File: config.mk
export PLATFORM = sky130hd
export DESIGN_NAME = mem_arbiter
export DESIGN_NICKNAME = d
export VERILOG_FILES = /design/src/rtl/sam_pkg.sv /design/src/rtl/mem_arbiter_rr_pick2.sv /design/src/rtl/mem_arbiter.sv
export SDC_FILE = /design/constraint.sdc
export NUM_CORES = 1
export LEC_CHECK = 0
export CAP_MARGIN = 40
export CORE_MARGIN = 3
export CORE_UTILIZATION = 44
export DETAILED_ROUTE_END_ITERATION = 6
export GPL_ROUTABILITY_DRIVEN = 1
export HOLD_SLACK_MARGIN = 0.03
export PLACE_DENSITY = 0.93
export SETUP_SLACK_MARGIN = 0.3
export SLEW_MARGIN = 20
export SYNTH_ARGS = -nofsm -noshare
export SYNTH_HDL_FRONTEND = slang
export SYNTH_SLANG_ARGS = --single-unit
File: constraint.sdc
create_clock -name clk -period 4.4 [get_ports clk]
set_input_delay 0.44 -clock clk [delete_from_list [all_inputs] [get_ports clk]]
set_output_delay 0.44 -clock clk [all_outputs]
set_load 0.005 [all_outputs]
File: src/rtl/sam_pkg.sv
// Shared definitions for the memory arbiter: FSM state encoding, default
// bus widths and the default transaction timeout.
package sam_pkg;

    localparam int ADDR_W_DEF  = 16;
    localparam int DATA_W_DEF  = 16;
    localparam int TIMEOUT_DEF = 255;

    // Width of the per-transaction timeout counter.
    localparam int TMO_CNT_W   = 8;

    typedef enum logic [1:0] {
        IDLE     = 2'd0,
        ISSUE    = 2'd1,
        WAIT_MEM = 2'd2,
        DONE     = 2'd3
    } state_e;

endpackage : sam_pkg

File: src/rtl/mem_arbiter_rr_pick2.sv
// Two-input round-robin winner selection. A lone requester always wins; on a
// tie the requester that was not served last wins. The pointer remembers who
// was served last and comes out of reset as "last served = 1", so requester 0
// wins the first tie.
module rr_pick2 (
    input  logic       clk,
    input  logic       rst,
    input  logic [1:0] req,
    input  logic       update,
    input  logic       served,
    output logic       valid,
    output logic       winner
);

    logic last_q;
    logic last_d;

    // Winner decode and pointer next-value.
    always_comb begin
        // NOTE: every signal driven here gets a value before any branch, so
        // no path can leave it unassigned and infer a latch.
        valid  = |req;
        winner = (req == 2'b11) ? ~last_q : req[1];
        last_d = update ? served : last_q;
    end

    // Pointer register.
    always_ff @(posedge clk) begin
        // NOTE: state registers use non-blocking assignments so every flop
        // samples pre-edge values, independent of statement order.
        if (rst) begin
            last_q <= 1'b1;
        end else begin
            last_q <= last_d;
        end
    end

endmodule : rr_pick2

File: src/rtl/mem_arbiter.sv
// Two-requester memory arbiter. Requester 0 is the CPU, requester 1 the
// DMA/IO port. One transaction at a time: the winner's command is latched in
// IDLE, strobed to memory in ISSUE, completed in WAIT_MEM when the memory
// lowers mem_wait, and signalled with a one-cycle done pulse in DONE. A
// transaction that outlives TIMEOUT cycles is aborted with err.
module mem_arbiter
    import sam_pkg::*;
#(
    parameter int ADDR_W  = ADDR_W_DEF,
    parameter int DATA_W  = DATA_W_DEF,
    parameter int TIMEOUT = TIMEOUT_DEF
) (
    input  logic              clk,
    input  logic              rst,
    input  logic              m0_req,
    input  logic              m0_rw,
    input  logic [ADDR_W-1:0] m0_addr,
    input  logic [DATA_W-1:0] m0_wdata,
    input  logic              m1_req,
    input  logic              m1_rw,
    input  logic [ADDR_W-1:0] m1_addr,
    input  logic [DATA_W-1:0] m1_wdata,
    output logic              m0_grant,
    output logic              m1_grant,
    output logic              m0_done,
    output logic              m1_done,
    output logic              err,
    output logic [DATA_W-1:0] rdata,
    output logic              mem_req,
    output logic              mem_rw,
    output logic [ADDR_W-1:0] mem_addr,
    output logic [DATA_W-1:0] mem_wdata,
    input  logic              mem_wait,
    input  logic [DATA_W-1:0] mem_rdata
);

    localparam logic [TMO_CNT_W-1:0] TMO_LIMIT = TMO_CNT_W'(TIMEOUT);

    state_e                state_q, state_d;
    logic                  owner_q, owner_d;
    logic [1:0]            grant_q, grant_d;
    logic                  rw_q, rw_d;
    logic [ADDR_W-1:0]     addr_q, addr_d;
    logic [DATA_W-1:0]     wdata_q, wdata_d;
    logic [DATA_W-1:0]     rdata_q, rdata_d;
    logic [TMO_CNT_W-1:0]  cnt_q, cnt_d;
    logic                  err_q, err_d;

    logic                  pick_valid;
    logic                  pick_winner;
    logic                  rr_update;
    logic [TMO_CNT_W-1:0]  cnt_inc;
    logic                  timeout_hit;

    rr_pick2 u_rr_pick2 (
        .clk    (clk),
        .rst    (rst),
        .req    ({m1_req, m0_req}),
        .update (rr_update),
        .served (owner_q),
        .valid  (pick_valid),
        .winner (pick_winner)
    );

    assign cnt_inc     = cnt_q + 1'b1;
    assign timeout_hit = (cnt_inc == TMO_LIMIT);

    // Next-state, command latch, timeout counting and read-data capture.
    always_comb begin
        state_d   = state_q;
        owner_d   = owner_q;
        grant_d   = grant_q;
        rw_d      = rw_q;
        addr_d    = addr_q;
        wdata_d   = wdata_q;
        rdata_d   = rdata_q;
        cnt_d     = cnt_q;
        err_d     = err_q;
        rr_update = 1'b0;

        unique case (state_q)
            IDLE: begin
                if (pick_valid) begin
                    owner_d = pick_winner;
                    grant_d = pick_winner ? 2'b10 : 2'b01;
                    rw_d    = pick_winner ? m1_rw    : m0_rw;
                    addr_d  = pick_winner ? m1_addr  : m0_addr;
                    wdata_d = pick_winner ? m1_wdata : m0_wdata;
                    cnt_d   = '0;
                    err_d   = 1'b0;
                    state_d = ISSUE;
                end
            end
            ISSUE: begin
                cnt_d = cnt_inc;
                if (timeout_hit) begin
                    err_d   = 1'b1;
                    state_d = DONE;
                end else if (mem_wait) begin
                    state_d = WAIT_MEM;
                end
            end
            WAIT_MEM: begin
                cnt_d = cnt_inc;
                // Completion is checked first so it wins a same-cycle timeout.
                if (!mem_wait) begin
                    if (rw_q) begin
                        rdata_d = mem_rdata;
                    end
                    state_d = DONE;
                end else if (timeout_hit) begin
                    err_d   = 1'b1;
                    state_d = DONE;
                end
            end
            DONE: begin
                grant_d   = 2'b00;
                rr_update = 1'b1;
                state_d   = IDLE;
            end
            default: begin
                state_d = IDLE;
            end
        endcase
    end

    // State and datapath registers.
    always_ff @(posedge clk) begin
        if (rst) begin
            state_q <= IDLE;
            owner_q <= 1'b0;
            grant_q <= 2'b00;
            rw_q    <= 1'b1;
            addr_q  <= '0;
            wdata_q <= '0;
            rdata_q <= '0;
            cnt_q   <= '0;
            err_q   <= 1'b0;
        end else begin
            state_q <= state_d;
            owner_q <= owner_d;
            grant_q <= grant_d;
            rw_q    <= rw_d;
            addr_q  <= addr_d;
            wdata_q <= wdata_d;
            rdata_q <= rdata_d;
            cnt_q   <= cnt_d;
            err_q   <= err_d;
        end
    end

    assign m0_grant  = grant_q[0];
    assign m1_grant  = grant_q[1];
    assign m0_done   = (state_q == DONE) && !owner_q;
    assign m1_done   = (state_q == DONE) &&  owner_q;
    assign err       = (state_q == DONE) &&  err_q;
    assign rdata     = rdata_q;
    assign mem_req   = (state_q == ISSUE);
    assign mem_rw    = rw_q;
    assign mem_addr  = addr_q;
    assign mem_wdata = wdata_q;

endmodule : mem_arbiter

==> impl_results.md, run 1 <==
* RSZ-0062 raised after global routing: no
* CTS clock-pin slew for the worst setup and hold paths at 0.06 ns
* Synth top area share at 44.4%
* Psw at 739 uW
* Setup Skew at 0.00687 ns
* Layout cells sized above 1 at 5.98%
* Via Count at 2942
* Post-synth EDFFs at 0
* CTS tree: done
* Hpwl dp at 6.37 mm
* Drt via density at 5.42
* Wire per inst at 15.8 um
* Top Ports at 142
* Mapped Nets at 423
* Post-synth top cells: 64 x dfxtp_1, 53 x nor2_1, 40 x nand2_1, 29 x a21oi_1, 26 x mux2i_1
* Cell mode on critical path: inv_1
* CP cell instances: inv_1 -> ha_1 -> inv_1 -> nor3_1 -> o41ai_2 -> a211o_1
* Root buffer cell: clkbuf_8
* CP Max Fanout at 10
* Seq cells post-synth at 64
* H-Tree Depth at 3
* Max-slew headroom at 44.5%
* Antenna Cells at 0
* Final Wtd Congestion at 0.836
* Predominant post-synthesis flop cell: dfxtp_1
* Setup violators final at 0
* Cts hold-fix bufs at 0
* Final Cycle Share at 51.0%
* Flop pwr share at 36.3%
* PD cells at 475 nW/um2
* Combinational share of power at 41.5%
* CP arrival at 2.47 ns
* Final layout net count at 557
* Starting Density at 47.1%
* Critical path's largest stage delay at 0.66 ns
* Register area share after synthesis at 44.4%
* Clk Latency, worst-skew pair at 0.34 ns
* Synthesized area at 2890 um2
* Maximum clock frequency at 0.446 GHz
* GRT Total Usage at 23.6%
* Layout overhead on the synthesized area at 57.2%
* P_int at 1.41 mW
* Final hold vios at 0
* TritonCTS buffer count at 9
* Fillers at 429
* Mapped Cells at 330
* Die width at 87.0 um
* Max Cap Viol at 0
* Core footprint at 6130 um2
* Post-synth cell types at 43
* Synth Warn # at 0
* Final wirelength at 8.58 mm
* First-pass DRT Iterations at 5
* Top-count cell post-synth: dfxtp_1
* Worst EP required at 4.62 ns
* Setup bufs post-CTS at 0
* ANT nets after route at 0
* Clock Power Share at 22.2%
* GR Overflow Total at 0
* Status: finished clean
* Leading area contributor after synthesis: dfxtp_1
* Layout Utilization at 74.0%
* CP Class: flop to flop
* Worst min-delay path class: flop to flop
* Post-route DRC at 0
* Fin Setup TNS at 0 ns
* Max-slew violation count at 0
* Max VDD drop at 0.332 mV
* Vias in the first global route at 2995
* Chip height at 87.0 um
* P_leak at 1.72 nW
* Resized Gates After CTS at 0
* # clock sinks at 64
* DRT iter0 DRCs at 163
* CP max-delay cell: nor3_1
* Avg Inst Size Synth at 8.74 um2
* CP endpoint kind: flop
* Minimum clock period at 2.24 ns
* Rows at 28
* Port Buffer Count at 141
* Worst setup SP type: flop
* Power Total at 2.15 mW
* Largest net degree at the start of global routing at 47
* Die area at 7560 um2
* Slew @ Worst Pin at 0.827 ns
* Clk buf depth at 2
* First-pass GRT wire length at 14.0 mm
* Initial antenna violation count at 0
* Top post-synthesis cells by area: dfxtp_1 44%, mux2i_1 9.0%, nor2_1 6.9%, a211oi_1 6.0%, nand2_1 5.2%
* Switching share of power at 34.3%
* Ys async rst share at 0%
==> layer usage <==
metal	GRT usage (%)	routed length [um]	part of all wire [%]	vias up
met4	13.5	253	2.9	0
li1	-	-	-	1444
met2	38.0	4300	50	126
met5	0	0	0	-
met3	5.77	633	7.4	21
met1	28.7	3390	40	1351
==> power by group through the flow <==
stage	logic [mW]	clock network [mW]	registers, mW
6_report	0.893	0.478	0.783
3_3_place_gp	0.844	0	0.785
3_5_place_dp	0.889	0	0.789
5_1_grt	0.985	0.519	0.797
4_1_cts	0.896	0.491	0.781
2_1_floorplan	0.491	0	0.786
==> cell usage in the layout (no fill, tap or decap), drive strengths merged, types with 3 or more instances in the layout <==
cell type,n
clkdlybuf4s50,140
dfxtp,64
nor2,53
nand2,40
a21oi,29
mux2i,26
a211oi,23
a222oi,9
clkbuf,9
inv,7
nor3,6
ha,6
and2,5
buf,5
o21ai,4
nand3,4
clkinv,4
a21o,3
a211o,3
==> critical path, delay by kind of cell (launching register included) <==
family | cells | cell delay (ns)
buffers and inverters | 2 | 0.25
and+or+nand+nor | 1 | 0.66
adders and majority gates | 1 | 0.37
DFF | 1 | 0.35
AOI/OAI and AO/OA | 2 | 0.51
==> sequential cells by signal, summed over array words and instances, names as in the netlist <==
| name | cells |
|---|---|
| mem_wdata | 16 |
| owner_q | 1 |
| u_rr_pick2.last_q | 1 |
| cnt_q | 8 |
| mem_rw | 1 |
| state_q | 2 |
| grant_q | 2 |
| err_q | 1 |
| rdata | 16 |
| mem_addr | 16 |
==> path summary, 6_finish.rpt <==
| check | start | end | slack [ns] | cells after the start |
|---|---|---|---|---|
| max | state_q[0] | state_q[0] | 2.16 | 6 |
| min | rdata[7] | rdata[7] | 0.46 | 2 |
| max reg2reg | state_q[0] | state_q[0] | 2.16 | 6 |
| min reg2reg | rdata[7] | rdata[7] | 0.46 | 2 |
==> logic make-up (layout without fill, tap and decap cells) <==
group | Yosys count | in the layout | share of synthesized area [%]
and+or+nand+nor | 121 | 121 | 18.6
DFF | 64 | 64 | 44.4
buffers and inverters | 29 | 167 | 4.81
adders and majority gates | 6 | 6 | 2.60
muxes | 26 | 26 | 9.02
AOI/OAI and AO/OA | 82 | 82 | 19.9
xor gates and xnor gates | 2 | 2 | 0.607
==> final cells by class <==
type	count	area, um2	area share [%]
clock buffer	9	124	2.73
inverter	7	26.3	0.579
tap	75	93.8	2.07
multi-input combinational	237	1480	32.6
clock inverter	6	61.3	1.35
sequential	64	1280	28.3
timing repair buffer	145	1470	32.4
==> stage by stage <==
step / cells / hold WS [ns] / setup slack [ns] / cell area, um2
floorplan: 330 / 0.453 / 2.57 / 2890
global placement: 526 / 0.441 / 1.84 / 4300
detailed placement: 528 / 0.447 / 2.11 / 4350
CTS: 543 / 0.457 / 2.20 / 4530
global route: 543 / 0.478 / 1.98 / 4530
finish: 543 / 0.457 / 2.16 / 4530
Note: power is estimated with default switching activity, not from simulation.
==> run 2: changes to the inputs <==
Settings changed: CORE_UTILIZATION 44 to 36, PLACE_DENSITY 0.93 to 0.83.
Clock period 4.4 ns to 2 ns, I/O delays scaled along.
==> run 2 against run 1 <==
- sequential share of layout area is 1.5 points lower
- largest cell class is now non-clock buffers
- core utilization fell by 12 points
- clock skew grew 0.0038 ns
- hold slack got worse by 0.21 ns
==> impl_results.md, run 2 (synthesis results as in run 1) <==
* Status: finished clean (unchanged)
* Highest-count cells in the layout ignoring fill and taps: 136 x clkdlybuf4s50_1, 59 x dfxtp_1, 51 x nor2_1 (was 140 x clkdlybuf4s50_1, 64 x dfxtp_1, 52 x nor2_1)
* DRT iter0 DRCs at 194 (was 163)
* RSZ-0062 raised after global routing: yes (was no)
* Setup Skew at 0.0107 ns (was 0.00687 ns)
* Switching share of power at 33.3% (was 34.3%)
* Antenna Cells at 0 (unchanged)
* Port Buffer Count at 141 (unchanged)
* CP Class: flop to flop (unchanged)
* Final Cycle Share at 87.2% (was 51.0%)
* Max Cap Viol at 0 (unchanged)
* Layout overhead on the synthesized area at 67.8% (was 57.2%)
* P_int at 3.49 mW (was 1.41 mW)
* GR Overflow Total at 0 (unchanged)
* Commonest non-fill, non-tap cell in the layout: clkdlybuf4s50_1 (unchanged)
* CP Max Fanout at 6 (was 10)
* Root buffer cell: clkbuf_8 (unchanged)
* Reg area at 1290 um2 (was 1280 um2)
* CP arrival at 1.96 ns (was 2.47 ns)
* Top Ports at 142 (unchanged)
* Post-DP Area at 4430 um2 (was 4350 um2)
* Clk Latency, worst-skew pair at 0.34 ns (about the same)
* Rows at 32 (was 28)
* Chip height at 95.5 um (was 87.0 um)
* Final wirelength at 8.68 mm (was 8.58 mm)
* Combinational share of power at 42.9% (was 41.5%)
* CP endpoint kind: flop (unchanged)
* Worst setup SP type: flop (unchanged)
* Fillers at 664 (was 429)
* Worst min-delay path class: input pin to flop (was flop to flop)
* Post-route cell area at 4840 um2 (was 4530 um2)
* Final hold vios at 0 (unchanged)
* Grt met1 use at 22.0% (was 28.7%)
* Via Count at 2946 (was 2942)
* Layout cells sized above 1 at 14.0% (was 5.98%)
* ANT nets after route at 0 (unchanged)
* # clock sinks at 64 (unchanged)
* TritonCTS buffer count at 9 (unchanged)
* Psw at 1.75 mW (was 739 uW)
* Layer with the highest usage: met2 (unchanged)
* Maximum clock frequency at 0.573 GHz (was 0.446 GHz)
* Final Wtd Congestion at 0.916 (was 0.836)
* GRT Total Usage at 18.5% (was 23.6%)
* Vias in the first global route at 2806 (was 2995)
* Clk buf depth at 2 (unchanged)
* Area of the multi-input gates at 1580 um2 (was 1480 um2)
* Hpwl dp at 6.27 mm (was 6.37 mm)
* Slew @ Worst Pin at 0.509 ns (was 0.827 ns)
* Post-route DRC at 0 (unchanged)
* Place WS at -0.0423 ns (was 2.11 ns)
* P_leak at 1.86 nW (was 1.72 nW)
* CTS tree: done (unchanged)
* Final setup margin at 0.255 ns (was 2.16 ns)
* First-pass GRT wire length at 13.2 mm (was 14.0 mm)
* H-Tree Depth at 3 (unchanged)
* Flop pwr share at 33.1% (was 36.3%)
* Die area at 9130 um2 (was 7560 um2)
* Global routing usage on met3 at 5.21% (was 5.77%)
* Starting Density at 37.1% (was 47.1%)
* Final layout net count at 572 (was 557)
* Max VDD drop at 0.521 mV (was 0.332 mV)
* Minimum clock period at 1.74 ns (was 2.24 ns)
* Setup violators final at 0 (unchanged)
* Die width at 95.5 um (was 87.0 um)
* Drt via density at 5.03 (was 5.42)
* Max-slew violation count at 0 (unchanged)
* CTS clock-pin slew for the worst setup and hold paths at 0.06 ns (about the same)
* Largest net degree at the start of global routing at 47 (unchanged)
* Worst EP required at 2.22 ns (was 4.62 ns)
* GR Util met2 at 31.4% (was 38.0%)
* Core footprint at 7770 um2 (was 6130 um2)
* Power Total at 5.24 mW (was 2.15 mW)
* Worst hold slack at 0.250 ns (was 0.457 ns)
* Max-slew headroom at 65.7% (was 44.5%)
* PD cells at 1080 nW/um2 (was 475 nW/um2)
* Initial antenna violation count at 0 (unchanged)
* Wire per inst at 14.8 um (was 15.8 um)
* Clock Power Share at 24.0% (was 22.2%)
* First-pass DRT Iterations at 4 (was 5)
## run 2: path summary, 6_finish.rpt
path | startpoint | to | slack [ns] | cells after the start
setup reg to reg | state_q[1] | state_q[0] | 0.26 | 7
hold reg to reg | rdata[7] | rdata[7] | 0.45 | 2
setup / recovery | state_q[1] | state_q[0] | 0.26 | 7
hold / removal | rst | state_q[1] | 0.25 | 2
## run 2: metal layers
layer  vias to the layer above  wire length, um
met5                         -                0
met4                         0              146
met3                        16              571
met2                       109             4470
met1                      1341             3490
li1                       1480                -
## run 2: metrics by stage
step | instances | util [%] | TNS [ns]
2_1_floorplan | 330 | - | 0
3_5_place_dp | 560 | 57.1 | -0.154
4_1_cts | 579 | 60.7 | 0
3_3_place_gp | 560 | 57.1 | 0
5_1_grt | 586 | 62.3 | 0
6_report | 586 | 62.3 | 0
## run 2: layout make-up
| class | count | share of cell area, % |
|---|---|---|
| repair buffers | 160 | 32.6 |
| multi-input cells | 237 | 32.5 |
| flip-flops and latches | 64 | 26.8 |
| clock buffers | 10 | 2.84 |
| well taps | 102 | 2.64 |
| clock inverters | 6 | 1.86 |
| inverters | 7 | 0.724 |
## run 2: power groups by stage
stage	clock [mW]	combinational (mW)	sequential (mW)
finish	1.26	2.25	1.73
global route	1.33	2.45	1.77
CTS	1.28	2.11	1.73
detailed placement	0	2.05	1.73
global placement	0	1.99	1.72
floorplan	0	1.11	1.74
## run 2: worst max-delay path, cell delays in order, from the launching register on
cell,delay [ns]
dfxtp_4,0.37
inv_4,0.07
ha_4,0.18
or3b_4,0.44
nand3_2,0.09
o41ai_2,0.08
buf_4,0.14
a211o_1,0.25
## run 2: what timing repair did
item / 4_1_cts / 5_1_grt
pin swaps: 2 / 7
setup endpoints to repair: 29 / 23
gates resized for setup: 12 / 20
buffers inserted: 3 / 7
hold endpoints to repair: 0 / 0
hold buffers: 0 / 0
